<file path="src/rtl/lv_wdg_timer_pkg.sv">
// Shared widths, defaults and state encoding for the low-voltage watchdog.
package lv_wdg_timer_pkg;

  localparam int unsigned LV_WDG_TMO_W      = 8;
  localparam int unsigned LV_WDG_PRESCL_DIV = 64;
  localparam int unsigned WDG_ST_W          = 2;

  // Encoding 3 is illegal and recovers to IDLE.
  typedef enum logic [WDG_ST_W-1:0] {
    WDG_IDLE = 2'd0,
    WDG_RUN  = 2'd1,
    WDG_TMO  = 2'd2
  } wdg_st_e;

endpackage

</file>
<file path="src/rtl/lv_wdg_prescl.sv">
// Watchdog prescaler: counts 0..PRESCL_DIV-1 while enabled and emits a one-cycle tick on the wrap cycle.
module lv_wdg_prescl
  import lv_wdg_timer_pkg::*;
#(
  parameter int unsigned PRESCL_DIV = LV_WDG_PRESCL_DIV
) (
  input  logic i_clk,
  input  logic i_rst_n,
  input  logic en,
  input  logic clr,
  output logic tick_c
);

  localparam int unsigned PW = (PRESCL_DIV > 2) ? $clog2(PRESCL_DIV) : 1;
  localparam logic [PW-1:0] P_LAST = PW'(PRESCL_DIV - 1);

  logic [PW-1:0] pcnt;

  assign tick_c = en && (pcnt == P_LAST);

  // Held at zero while disabled; clear has priority over counting.
  always_ff @(posedge i_clk or negedge i_rst_n) begin
    if (!i_rst_n) begin
      pcnt <= '0;
    end else if (clr || !en) begin
      pcnt <= '0;
    end else if (pcnt == P_LAST) begin
      pcnt <= '0;
    end else begin
      pcnt <= pcnt + PW'(1);
    end
  end

endmodule

</file>
<file path="src/rtl/lv_wdg_timer.sv">
// Low-voltage watchdog: FSM, tick counter, timeout compare and sticky error flag.
// Optional early-refresh window checking is enabled by defining LV_WDG_WINDOW_EN.
module lv_wdg_timer
  import lv_wdg_timer_pkg::*;
#(
  parameter int unsigned WDG_TMO_W  = LV_WDG_TMO_W,
  parameter int unsigned PRESCL_DIV = LV_WDG_PRESCL_DIV
) (
  input  logic                 i_clk,
  input  logic                 i_rst_n,
  input  logic                 i_wdg_scan_en,
  input  logic                 i_wdg_refresh,
  input  logic [WDG_TMO_W-1:0] i_reg_wdg_tmo_cfg,
  input  logic                 i_reg_wdg_tmo_clr,
`ifdef LV_WDG_WINDOW_EN
  input  logic [WDG_TMO_W-1:0] i_reg_wdg_win_cfg,
  output logic                 o_reg_wdg_early_err,
`endif
  output logic                 o_reg_wdg_tmo_err,
  output logic [WDG_TMO_W-1:0] o_wdg_cnt,
  output logic [WDG_ST_W-1:0]  o_wdg_st
);

  localparam int unsigned CW = WDG_TMO_W + 1;

  wdg_st_e              state;
  logic [WDG_TMO_W-1:0] cnt;
  logic                 tmo_err;
  logic                 tick_c;
  logic                 expire_c;

  lv_wdg_prescl #(
    .PRESCL_DIV (PRESCL_DIV)
  ) u_prescl (
    .i_clk   (i_clk),
    .i_rst_n (i_rst_n),
    .en      (state == WDG_RUN),
    .clr     (i_wdg_refresh || !i_wdg_scan_en),
    .tick_c  (tick_c)
  );

  // Live compare so a lowered threshold takes effect at the next tick.
  assign expire_c = (i_reg_wdg_tmo_cfg != '0) &&
                    ((CW'(cnt) + CW'(1)) >= CW'(i_reg_wdg_tmo_cfg));

`ifdef LV_WDG_WINDOW_EN
  logic early_err;
  logic early_c;

  assign early_c             = (i_reg_wdg_win_cfg != '0) && (cnt < i_reg_wdg_win_cfg);
  assign o_reg_wdg_early_err = early_err;
`endif

  always_ff @(posedge i_clk or negedge i_rst_n) begin
    if (!i_rst_n) begin
      state     <= WDG_IDLE;
      cnt       <= '0;
      tmo_err   <= 1'b0;
`ifdef LV_WDG_WINDOW_EN
      early_err <= 1'b0;
`endif
    end else begin
      case (state)
        WDG_IDLE: begin
          cnt <= '0;
          if (i_wdg_scan_en) state <= WDG_RUN;
        end
        WDG_RUN: begin
          if (!i_wdg_scan_en) begin
            state <= WDG_IDLE;
            cnt   <= '0;
          end else if (i_wdg_refresh) begin
`ifdef LV_WDG_WINDOW_EN
            if (early_c) begin
              state     <= WDG_TMO;
              tmo_err   <= 1'b1;
              early_err <= 1'b1;
            end else begin
              cnt <= '0;
            end
`else
            cnt <= '0;
`endif
          end else if (tick_c) begin
            if (expire_c) begin
              state   <= WDG_TMO;
              tmo_err <= 1'b1;
            end else if (cnt != '1) begin
              cnt <= cnt + WDG_TMO_W'(1);
            end
          end
        end
        // Sticky until cleared; scan_en and refresh are ignored here.
        WDG_TMO: begin
          if (i_reg_wdg_tmo_clr) begin
            tmo_err   <= 1'b0;
`ifdef LV_WDG_WINDOW_EN
            early_err <= 1'b0;
`endif
            cnt       <= '0;
            state     <= i_wdg_scan_en ? WDG_RUN : WDG_IDLE;
          end
        end
        default: begin
          state <= WDG_IDLE;
          cnt   <= '0;
        end
      endcase
    end
  end

  assign o_reg_wdg_tmo_err = tmo_err;
  assign o_wdg_cnt         = cnt;
  assign o_wdg_st          = state;

endmodule

</file>
<file path="config.mk">
export PLATFORM = sky130hd
export DESIGN_NAME = lv_wdg_timer
export DESIGN_NICKNAME = d
export VERILOG_FILES = /design/src/rtl/lv_wdg_timer_pkg.sv /design/src/rtl/lv_wdg_prescl.sv /design/src/rtl/lv_wdg_timer.sv
export SDC_FILE = /design/constraint.sdc
export NUM_CORES = 1
export LEC_CHECK = 0
export ABC_CLOCK_PERIOD_IN_PS = 5540
export BUFFER_PORTS_ARGS = -buffer_cell sky130_fd_sc_hd__buf_2
export CORE_ASPECT_RATIO = 1.4
export CORE_MARGIN = 8
export CORE_UTILIZATION = 45
export DETAILED_ROUTE_END_ITERATION = 12
export PLACE_DENSITY = 0.68
export SLEW_MARGIN = 30
export SYNTH_ARGS = -nofsm -noshare
export SYNTH_HDL_FRONTEND = slang
export SYNTH_HIERARCHICAL = 1
export SYNTH_SLANG_ARGS = --single-unit
export TNS_END_PERCENT = 10
</file>
<file path="constraint.sdc">
create_clock -name i_clk -period 5.54 [get_ports i_clk]
set_clock_uncertainty 0.1 [all_clocks]
set_input_delay 0.831 -clock i_clk [delete_from_list [all_inputs] [get_ports i_clk]]
set_output_delay 0.831 -clock i_clk [all_outputs]
set_load 0.01 [all_outputs]
</file>
==> results of run 1 <==
[per-stage QoR]
step	utilization, %	instance area (um2)
floorplan	-	1140
global placement	54.3	1300
detailed placement	54.3	1300
CTS	55.4	1330
global route	55.4	1330
finish	55.4	1330
[cell families after synthesis]
kind of cell               count (synthesis)
xor gates and xnor gates                   9
DFF                                       17
and+or+nand+nor                           49
adders and majority gates                 10
muxes                                      1
AOI/OAI and AO/OA                         26
buffers and inverters                     13
[power groups by stage]
stage	clock network (uW)	logic, uW	registers (uW)
3_3_place_gp	0	17.2	128
3_5_place_dp	0	17.8	128
6_report	64.6	17.4	126
5_1_grt	74.9	20.3	126
2_1_floorplan	0	7.80	128
4_1_cts	67.2	17.9	126
[flip-flops by register name, summed over array words and instances, names as in the netlist]
register / count
u_prescl/pcnt: 6
o_wdg_cnt: 8
o_reg_wdg_tmo_err: 1
o_wdg_st: 2
[layout make-up]
type	count	area, um2
Fill cell	231	1070
Sequential cell	17	425
Clock buffer	4	26.3
Tap cell	34	42.5
Inverter	13	48.8
Timing Repair Buffer	23	115
Multi-Input combinational cell	95	667
[synth_stat cells (3+ instances only)]
| library cell | number | share of area, % |
|---|---|---|
| sky130_fd_sc_hd__nand2_1 | 18 | 5.9 |
| sky130_fd_sc_hd__dfrtp_1 | 17 | 37 |
| sky130_fd_sc_hd__inv_1 | 13 | 4.3 |
| sky130_fd_sc_hd__ha_1 | 10 | 11 |
| sky130_fd_sc_hd__nor2_1 | 6 | 2.0 |
| sky130_fd_sc_hd__a22o_2 | 5 | 4.4 |
| sky130_fd_sc_hd__nand3_1 | 5 | 2.2 |
| sky130_fd_sc_hd__xnor2_1 | 5 | 3.8 |
| sky130_fd_sc_hd__a21oi_1 | 4 | 1.8 |
| sky130_fd_sc_hd__nor2b_1 | 4 | 2.2 |
| sky130_fd_sc_hd__o21ai_0 | 4 | 1.8 |
| sky130_fd_sc_hd__xor2_1 | 4 | 3.1 |
| sky130_fd_sc_hd__a31oi_1 | 3 | 1.6 |
[layer usage]
metal / GRT usage [%] / vias to the layer above / wire, um
li1: - / 490 / -
met1: 14.2 / 474 / 1070
met2: 23.2 / 18 / 1340
met3: 1.35 / 4 / 50
met4: 9.29 / 0 / 55
met5: 0 / - / 0
[worst max path at each step]
stage	start	endpoint	slack (ps)
after floorplan	o_wdg_cnt[0]$_DFFE_PN0P_	o_wdg_cnt[2]$_DFFE_PN0P_	2740
after global placement	o_wdg_cnt[0]$_DFFE_PN0P_	o_wdg_cnt[2]$_DFFE_PN0P_	2690
after detailed placement	o_wdg_cnt[0]$_DFFE_PN0P_	o_wdg_cnt[6]$_DFFE_PN0P_	2600
after CTS	o_wdg_cnt[0]$_DFFE_PN0P_	o_wdg_cnt[2]$_DFFE_PN0P_	2580
after global routing	o_wdg_cnt[0]$_DFFE_PN0P_	o_wdg_cnt[2]$_DFFE_PN0P_	2330
final	o_wdg_cnt[0]$_DFFE_PN0P_	o_wdg_cnt[2]$_DFFE_PN0P_	2590
[cells in the final DEF (no fill, tap or decap), types with 4 or more instances in the layout]
cell type | Yosys | routed
sky130_fd_sc_hd__dfrtp_1 | 17 | 17
sky130_fd_sc_hd__xor2_1 | 4 | 4
sky130_fd_sc_hd__a22o_2 | 5 | 5
sky130_fd_sc_hd__nand2_1 | 18 | 18
sky130_fd_sc_hd__nor2b_1 | 4 | 4
sky130_fd_sc_hd__o21ai_0 | 4 | 4
sky130_fd_sc_hd__buf_2 | 0 | 23
sky130_fd_sc_hd__nand3_1 | 5 | 5
sky130_fd_sc_hd__nor2_1 | 6 | 6
sky130_fd_sc_hd__ha_1 | 10 | 10
sky130_fd_sc_hd__a21oi_1 | 4 | 4
sky130_fd_sc_hd__inv_1 | 13 | 13
sky130_fd_sc_hd__xnor2_1 | 5 | 5
==> insert_results.sql, run 1 <==
INSERT INTO impl_metrics (metric_group, metric, value, unit) VALUES
('logic_synthesis', 'synth-xor-area-share', '6.91', '%'),
('clock_network', 'post_cts_resize_count', '0', ''),
('global_route', 'leftover_overflow_at_the_end_of_global_routing', '0', ''),
('die', 'num_rows', '21', ''),
('logic_synthesis', 'synth_area_per_cell', '9.13', 'um2'),
('timing', 'clock.fmax', '338', 'MHz'),
('detailed_routing', 'drcViolationCount', '0', ''),
('logic_synthesis', 'synthesized_area', '1140', 'um2'),
('placed_design', 'dpl_worst_slack', '2600', 'ps'),
('pwr', 'internal-power', '160', 'uW'),
('logic_synthesis', 'postSynthCellCount', '125', ''),
('pwr', 'powerDensity', '157', 'nW/um2'),
('pwr', 'report.power.total', '208', 'uW'),
('clock_network', 'worstSkewPairLatency', '280', 'ps'),
('clock_network', 'clock_tree.htree_level_count', '1', ''),
('global_route', 'via_count_of_the_first_global_routing_pass', '1059', ''),
('die', 'die_height', '75.6', 'um'),
('placed_design', 'gpl.final_weighted_congestion', '0.848', ''),
('logic_synthesis', 'synth_top_flop_cell', 'sky130_fd_sc_hd__dfrtp_1', ''),
('worst_setup_path', 'r2r.worst_path.cells', '11', ''),
('die', 'fp.dieArea', '4430', 'um2'),
('detailed_routing', 'post_drt_wl_per_cell', '13.6', 'um'),
('worst_setup_path', 'worstSetupPathType', 'flop to flop', ''),
('timing', 'fin_ws', '2590', 'ps'),
('pwr', 'netSwitchingFraction', '23.0', '%'),
('detailed_routing', 'aggregate_routed_wire_length', '2520', 'um'),
('cells_and_area', 'final_cells', '186', ''),
('worst_setup_path', 'cp_num_cells', '11', ''),
('cells_and_area', 'layout-drive-gt1-share', '27.0', '%'),
('timing', 'fin_crit', '2950', 'ps'),
('placed_design', 'port_buf_inserts', '23', ''),
('global_route', 'wire_length_of_the_first_global_routing_pass', '4490', 'um'),
('worst_setup_path', 'path_delay_family', 'compound AO/OA/AOI/OAI gates', ''),
('timing', 'setup_repair_after_global_routing_missed_its_margin', 'false', ''),
('logic_synthesis', 'post_synth_num_cell_types', '35', ''),
('hold_path', 'hold_path_class', 'primary input to async pin', ''),
('worst_setup_path', 'end_kind', 'flop', ''),
('worst_setup_path', 'setup.worst_path.start_class', 'flop', ''),
('clock_network', 'cts_made_buffers', '3', ''),
('logic_synthesis', 'combinational_family_with_the_most_area_after_synthesis', 'simple AND/OR/NAND/NOR gates', ''),
('clock_network', 'root_buffer', 'sky130_fd_sc_hd__clkbuf_4', ''),
('timing', 'totalNegativeSetupSlack', '0', 'ps'),
('clock_network', 'clk_pin_slew_worst_paths', '100', 'ps'),
('die', 'horizontal_die_dimension', '58.6', 'um'),
('detailed_routing', 'detailroute.via_count', '986', ''),
('outcome', 'status', 'finished clean', ''),
('logic_synthesis', 'post_synthesis_share_of_cell_area_spent_on_full_adders_half_adders_and_majority_gates', '11.0', '%'),
('worst_setup_path', 'timing.critical_path.buf_inv', '0', ''),
('timing', 'hold_viol', '0', ''),
('clock_network', 'clock_tree.buffer_depth', '2', ''),
('worst_setup_path', 'r2r-end', 'o_wdg_cnt[2]$_DFFE_PN0P_', ''),
('worst_setup_path', 'path_common_cell', 'sky130_fd_sc_hd__ha_1', ''),
('cells_and_area', 'flow.area_growth_from_synthesis', '16.1', '%'),
('logic_synthesis', 'synth_fp_nets', '148', ''),
('detailed_routing', 'viasPerCell', '5.30', ''),
('logic_synthesis', 'ys_ff_latch', '17', ''),
('pwr', 'netSwitchingPower', '47.8', 'uW'),
('detailed_routing', 'initialDrtViolationCount', '15', ''),
('detailed_routing', 'drt-pass1-iter-count', '4', ''),
('worst_setup_path', 'crit-reg2reg-launch', 'o_wdg_cnt[0]$_DFFE_PN0P_', ''),
('placed_design', 'place.detailed.hpwl', '2060', 'um'),
('detailed_routing', 'post_route_antenna_net_violation_count', '0', ''),
('logic_synthesis', 'synth-edff-count', '0', ''),
('timing', 'setup_viols_final', '0', ''),
('global_route', 'grt_util_all_layers', '13.1', '%'),
('logic_synthesis', 'multiplexer_share_of_the_synthesized_area', '0.987', '%'),
('logic_synthesis', 'yosys.area_share.simple', '22.1', '%'),
('clock_network', 'clock_sinks', '17', ''),
('global_route', 'grt_start_max_net_pins', '18', ''),
('logic_synthesis', 'ys_seq_area_share', '37.3', '%'),
('timing', 'worst_hold_slack', '347', 'ps');
Note: power is estimated with default switching activity, not from simulation.
==> run 2: changes to the inputs <==
--- a/config.mk
+++ b/config.mk
@@ -5,7 +5,7 @@
 export SDC_FILE = /design/constraint.sdc
 export NUM_CORES = 1
 export LEC_CHECK = 0
-export ABC_CLOCK_PERIOD_IN_PS = 5540
+export ABC_CLOCK_PERIOD_IN_PS = 3000
 export BUFFER_PORTS_ARGS = -buffer_cell sky130_fd_sc_hd__buf_2
 export CORE_ASPECT_RATIO = 1.4
 export CORE_MARGIN = 8
==> constraint.sdc (replaced) <==
create_clock -name i_clk -period 3 [get_ports i_clk]
set_clock_uncertainty 0.1 [all_clocks]
set_input_delay 0.45 -clock i_clk [delete_from_list [all_inputs] [get_ports i_clk]]
set_output_delay 0.45 -clock i_clk [all_outputs]
set_load 0.01 [all_outputs]
==> run 2 against run 1 <==
Final area up 4.0%. Global-route usage is 0.084 points lower. First-iteration DRC count fell by 13%. Via count grew 2.8%. Clock power is 86% higher. Maximum frequency is 5.2% higher. Sequential cell count did not move. Final cell count rose by 2.7%. Sequential share of layout area fell by 1.0 points. Power increased by 86%. Register-to-register slack lost 2400 ps. Sequential power grew 84%. Critical path type unchanged. Largest power group unchanged.
==> insert_results.sql, run 2 (synthesis gave the netlist of run 1 again) <==
INSERT INTO impl_metrics (metric_group, metric, value, unit) VALUES
('clock_network', 'cts_made_buffers', '3', ''),
('timing', 'fin_crit', '2810', 'ps'),
('detailed_routing', 'drt-pass1-iter-count', '4', ''),
('placed_design', 'gpl.final_weighted_congestion', '0.876', ''),
('timing', 'totalNegativeSetupSlack', '0', 'ps'),
('cells_and_area', 'most_common_cell_after_layout_fill_and_taps_aside', 'sky130_fd_sc_hd__buf_2', ''),
('detailed_routing', 'post_drt_wl_per_cell', '13.3', 'um'),
('detailed_routing', 'detailroute.via_count', '1014', ''),
('global_route', 'grt_start_max_net_pins', '18', ''),
('cells_and_area', 'fillCellCount', '226', ''),
('placed_design', 'placed_area', '1310', 'um2'),
('timing', 'hold_viol', '0', ''),
('placed_design', 'place.detailed.hpwl', '2050', 'um'),
('clock_network', 'root_buffer', 'sky130_fd_sc_hd__clkbuf_4', ''),
('run', 'maxCapViolations', '0', ''),
('worst_setup_path', 'end_kind', 'flop', ''),
('timing', 'setup_viols_final', '0', ''),
('clock_network', 'worstSkewPairLatency', '280', 'ps'),
('placed_design', 'port_buf_inserts', '23', ''),
('worst_setup_path', 'setup.worst_path.start_class', 'flop', ''),
('clock_network', 'clock_sinks', '17', ''),
('clock_network', 'clock_tree.htree_level_count', '1', ''),
('worst_setup_path', 'worst-path-max-fanout', '8', ''),
('detailed_routing', 'initialDrtViolationCount', '13', ''),
('timing', 'max-slew-margin-rel', '52.7', '%'),
('die', 'ios', '24', ''),
('pwr', 'peakVddDrop', '0.130', 'mV'),
('global_route', 'antenna_found_initial', '0', ''),
('hold_path', 'hold_path_depth', '3', ''),
('clock_network', 'tritoncts', 'yes', ''),
('die', 'die_height', '75.6', 'um'),
('timing', 'max_slew.worst_pin.slew', '704', 'ps'),
('cells_and_area', 'finish.instance_area', '1380', 'um2'),
('worst_setup_path', 'critical_path_required', '3110', 'ps'),
('detailed_routing', 'aggregate_routed_wire_length', '2540', 'um'),
('detailed_routing', 'viasPerCell', '5.31', ''),
('die', 'core_region_area', '2390', 'um2'),
('timing', 'finalCritPeriodShare', '93.6', '%'),
('cells_and_area', 'largest_register_ffs', '8', ''),
('die', 'num_rows', '21', ''),
('worst_setup_path', 'crit_arrival', '2920', 'ps'),
('detailed_routing', 'drcViolationCount', '0', ''),
('pwr', 'powerDensity', '280', 'nW/um2'),
('pwr', 'p_leak', '0.000735', 'uW'),
('outcome', 'status', 'finished clean', ''),
('detailed_routing', 'post_route_antenna_net_violation_count', '0', ''),
('die', 'starting_density', '47.7', '%'),
('worst_setup_path', 'r2r.worst_path.cells', '11', ''),
('cells_and_area', 'antenna_cells', '0', ''),
('die', 'horizontal_die_dimension', '58.6', 'um'),
('timing', 'worst_hold_slack', '284', 'ps'),
('timing', 'slew_violations', '0', ''),
('cells_and_area', 'layout-drive-gt1-share', '31.2', '%'),
('global_route', 'grt_util_all_layers', '13.0', '%'),
('hold_path', 'hold_path_class', 'primary input to flop', ''),
('global_route', 'leftover_overflow_at_the_end_of_global_routing', '0', ''),
('cells_and_area', 'fin_util', '57.6', '%'),
('timing', 'setup_repair_after_global_routing_missed_its_margin', 'false', ''),
('timing', 'clock.fmax', '356', 'MHz'),
('clock_network', 'clk_pin_slew_worst_paths', '100', 'ps'),
('worst_setup_path', 'worstSetupPathType', 'flop to flop', ''),
('cells_and_area', 'layout.cells.most_common_list', '23 x sky130_fd_sc_hd__buf_2, 18 x sky130_fd_sc_hd__nand2_1, 15 x sky130_fd_sc_hd__dfrtp_1', ''),
('clock_network', 'clock_tree.buffer_depth', '2', ''),
('global_route', 'wire_length_of_the_first_global_routing_pass', '4510', 'um'),
('cells_and_area', 'nets', '181', ''),
('cells_and_area', 'flow.area_growth_from_synthesis', '20.7', '%'),
('global_route', 'via_count_of_the_first_global_routing_pass', '1039', ''),
('pwr', 'report.power.total', '385', 'uW'),
('die', 'fp.dieArea', '4430', 'um2');
==> run 2: critical path: stages, from the launching register on <==
cell	delay, ps
sky130_fd_sc_hd__dfrtp_2	420
sky130_fd_sc_hd__ha_1	180
sky130_fd_sc_hd__nand2_1	70
sky130_fd_sc_hd__or2_2	320
sky130_fd_sc_hd__xnor2_1	140
sky130_fd_sc_hd__ha_1	290
sky130_fd_sc_hd__a21o_1	160
sky130_fd_sc_hd__a221o_1	350
sky130_fd_sc_hd__nor2_2	190
sky130_fd_sc_hd__a41o_4	310
sky130_fd_sc_hd__a21oi_1	80
sky130_fd_sc_hd__a31oi_1	130
==> run 2: what timing repair did <==
item	CTS	global route
resized for setup	0	4
endpoints found under the hold margin	17	0
buffers inserted	0	2
setup endpoints to repair	0	2
hold buffers	1	0
==> run 2: where the power goes <==
part	switching, uW	leakage, uW	internal [uW]
logic	19.2	0.000489	14.0
clock network	68.6	0.0000150	51.6
registers	1.68	0.000231	230
==> run 2: final cells by class <==
class | count | area [um2] | share of cell area (%)
clock buffers | 4 | 26.3 | 1.91
inverters | 13 | 48.8 | 3.54
multi-input cells | 95 | 677 | 49.1
flip-flops and latches | 17 | 428 | 31.1
well taps | 34 | 42.5 | 3.09
repair buffers | 28 | 155 | 11.3
==> run 2: final timing paths <==
kind                                                from                       endpoint  slack, ps
hold reg to reg            o_reg_wdg_tmo_err$_DFFE_PN0P_  o_reg_wdg_tmo_err$_DFFE_PN0P_        380
hold / removal                             i_wdg_scan_en        o_wdg_st[0]$_DFFE_PN0P_        280
max in group asynchronous                        i_rst_n       o_wdg_cnt[1]$_DFFE_PN0P_       1990
setup reg to reg                o_wdg_cnt[0]$_DFFE_PN0P_       o_wdg_cnt[6]$_DFFE_PN0P_        190
setup / recovery                o_wdg_cnt[0]$_DFFE_PN0P_       o_wdg_cnt[6]$_DFFE_PN0P_        190
min in group asynchronous                        i_rst_n        o_wdg_st[0]$_DFFE_PN0P_        510
==> run 2: metrics by stage <==
| step | worst slack, ps | cells |
|---|---|---|
| 2_1_floorplan | 204 | 125 |
| 3_3_place_gp | 239 | 184 |
| 3_5_place_dp | 165 | 184 |
| 4_1_cts | 156 | 189 |
| 5_1_grt | 5.78 | 191 |
| 6_report | 191 | 191 |
==> run 2: per-layer routing <==
layer | routed length, um | part of all wire, % | GRT usage (%) | vias up
li1 | - | - | - | 506
met1 | 1100 | 43 | 14.7 | 482
met2 | 1320 | 52 | 23.1 | 19
met3 | 61 | 2.4 | 1.52 | 7
met4 | 69 | 2.7 | 7.38 | 0
met5 | 0 | 0 | 0 | -
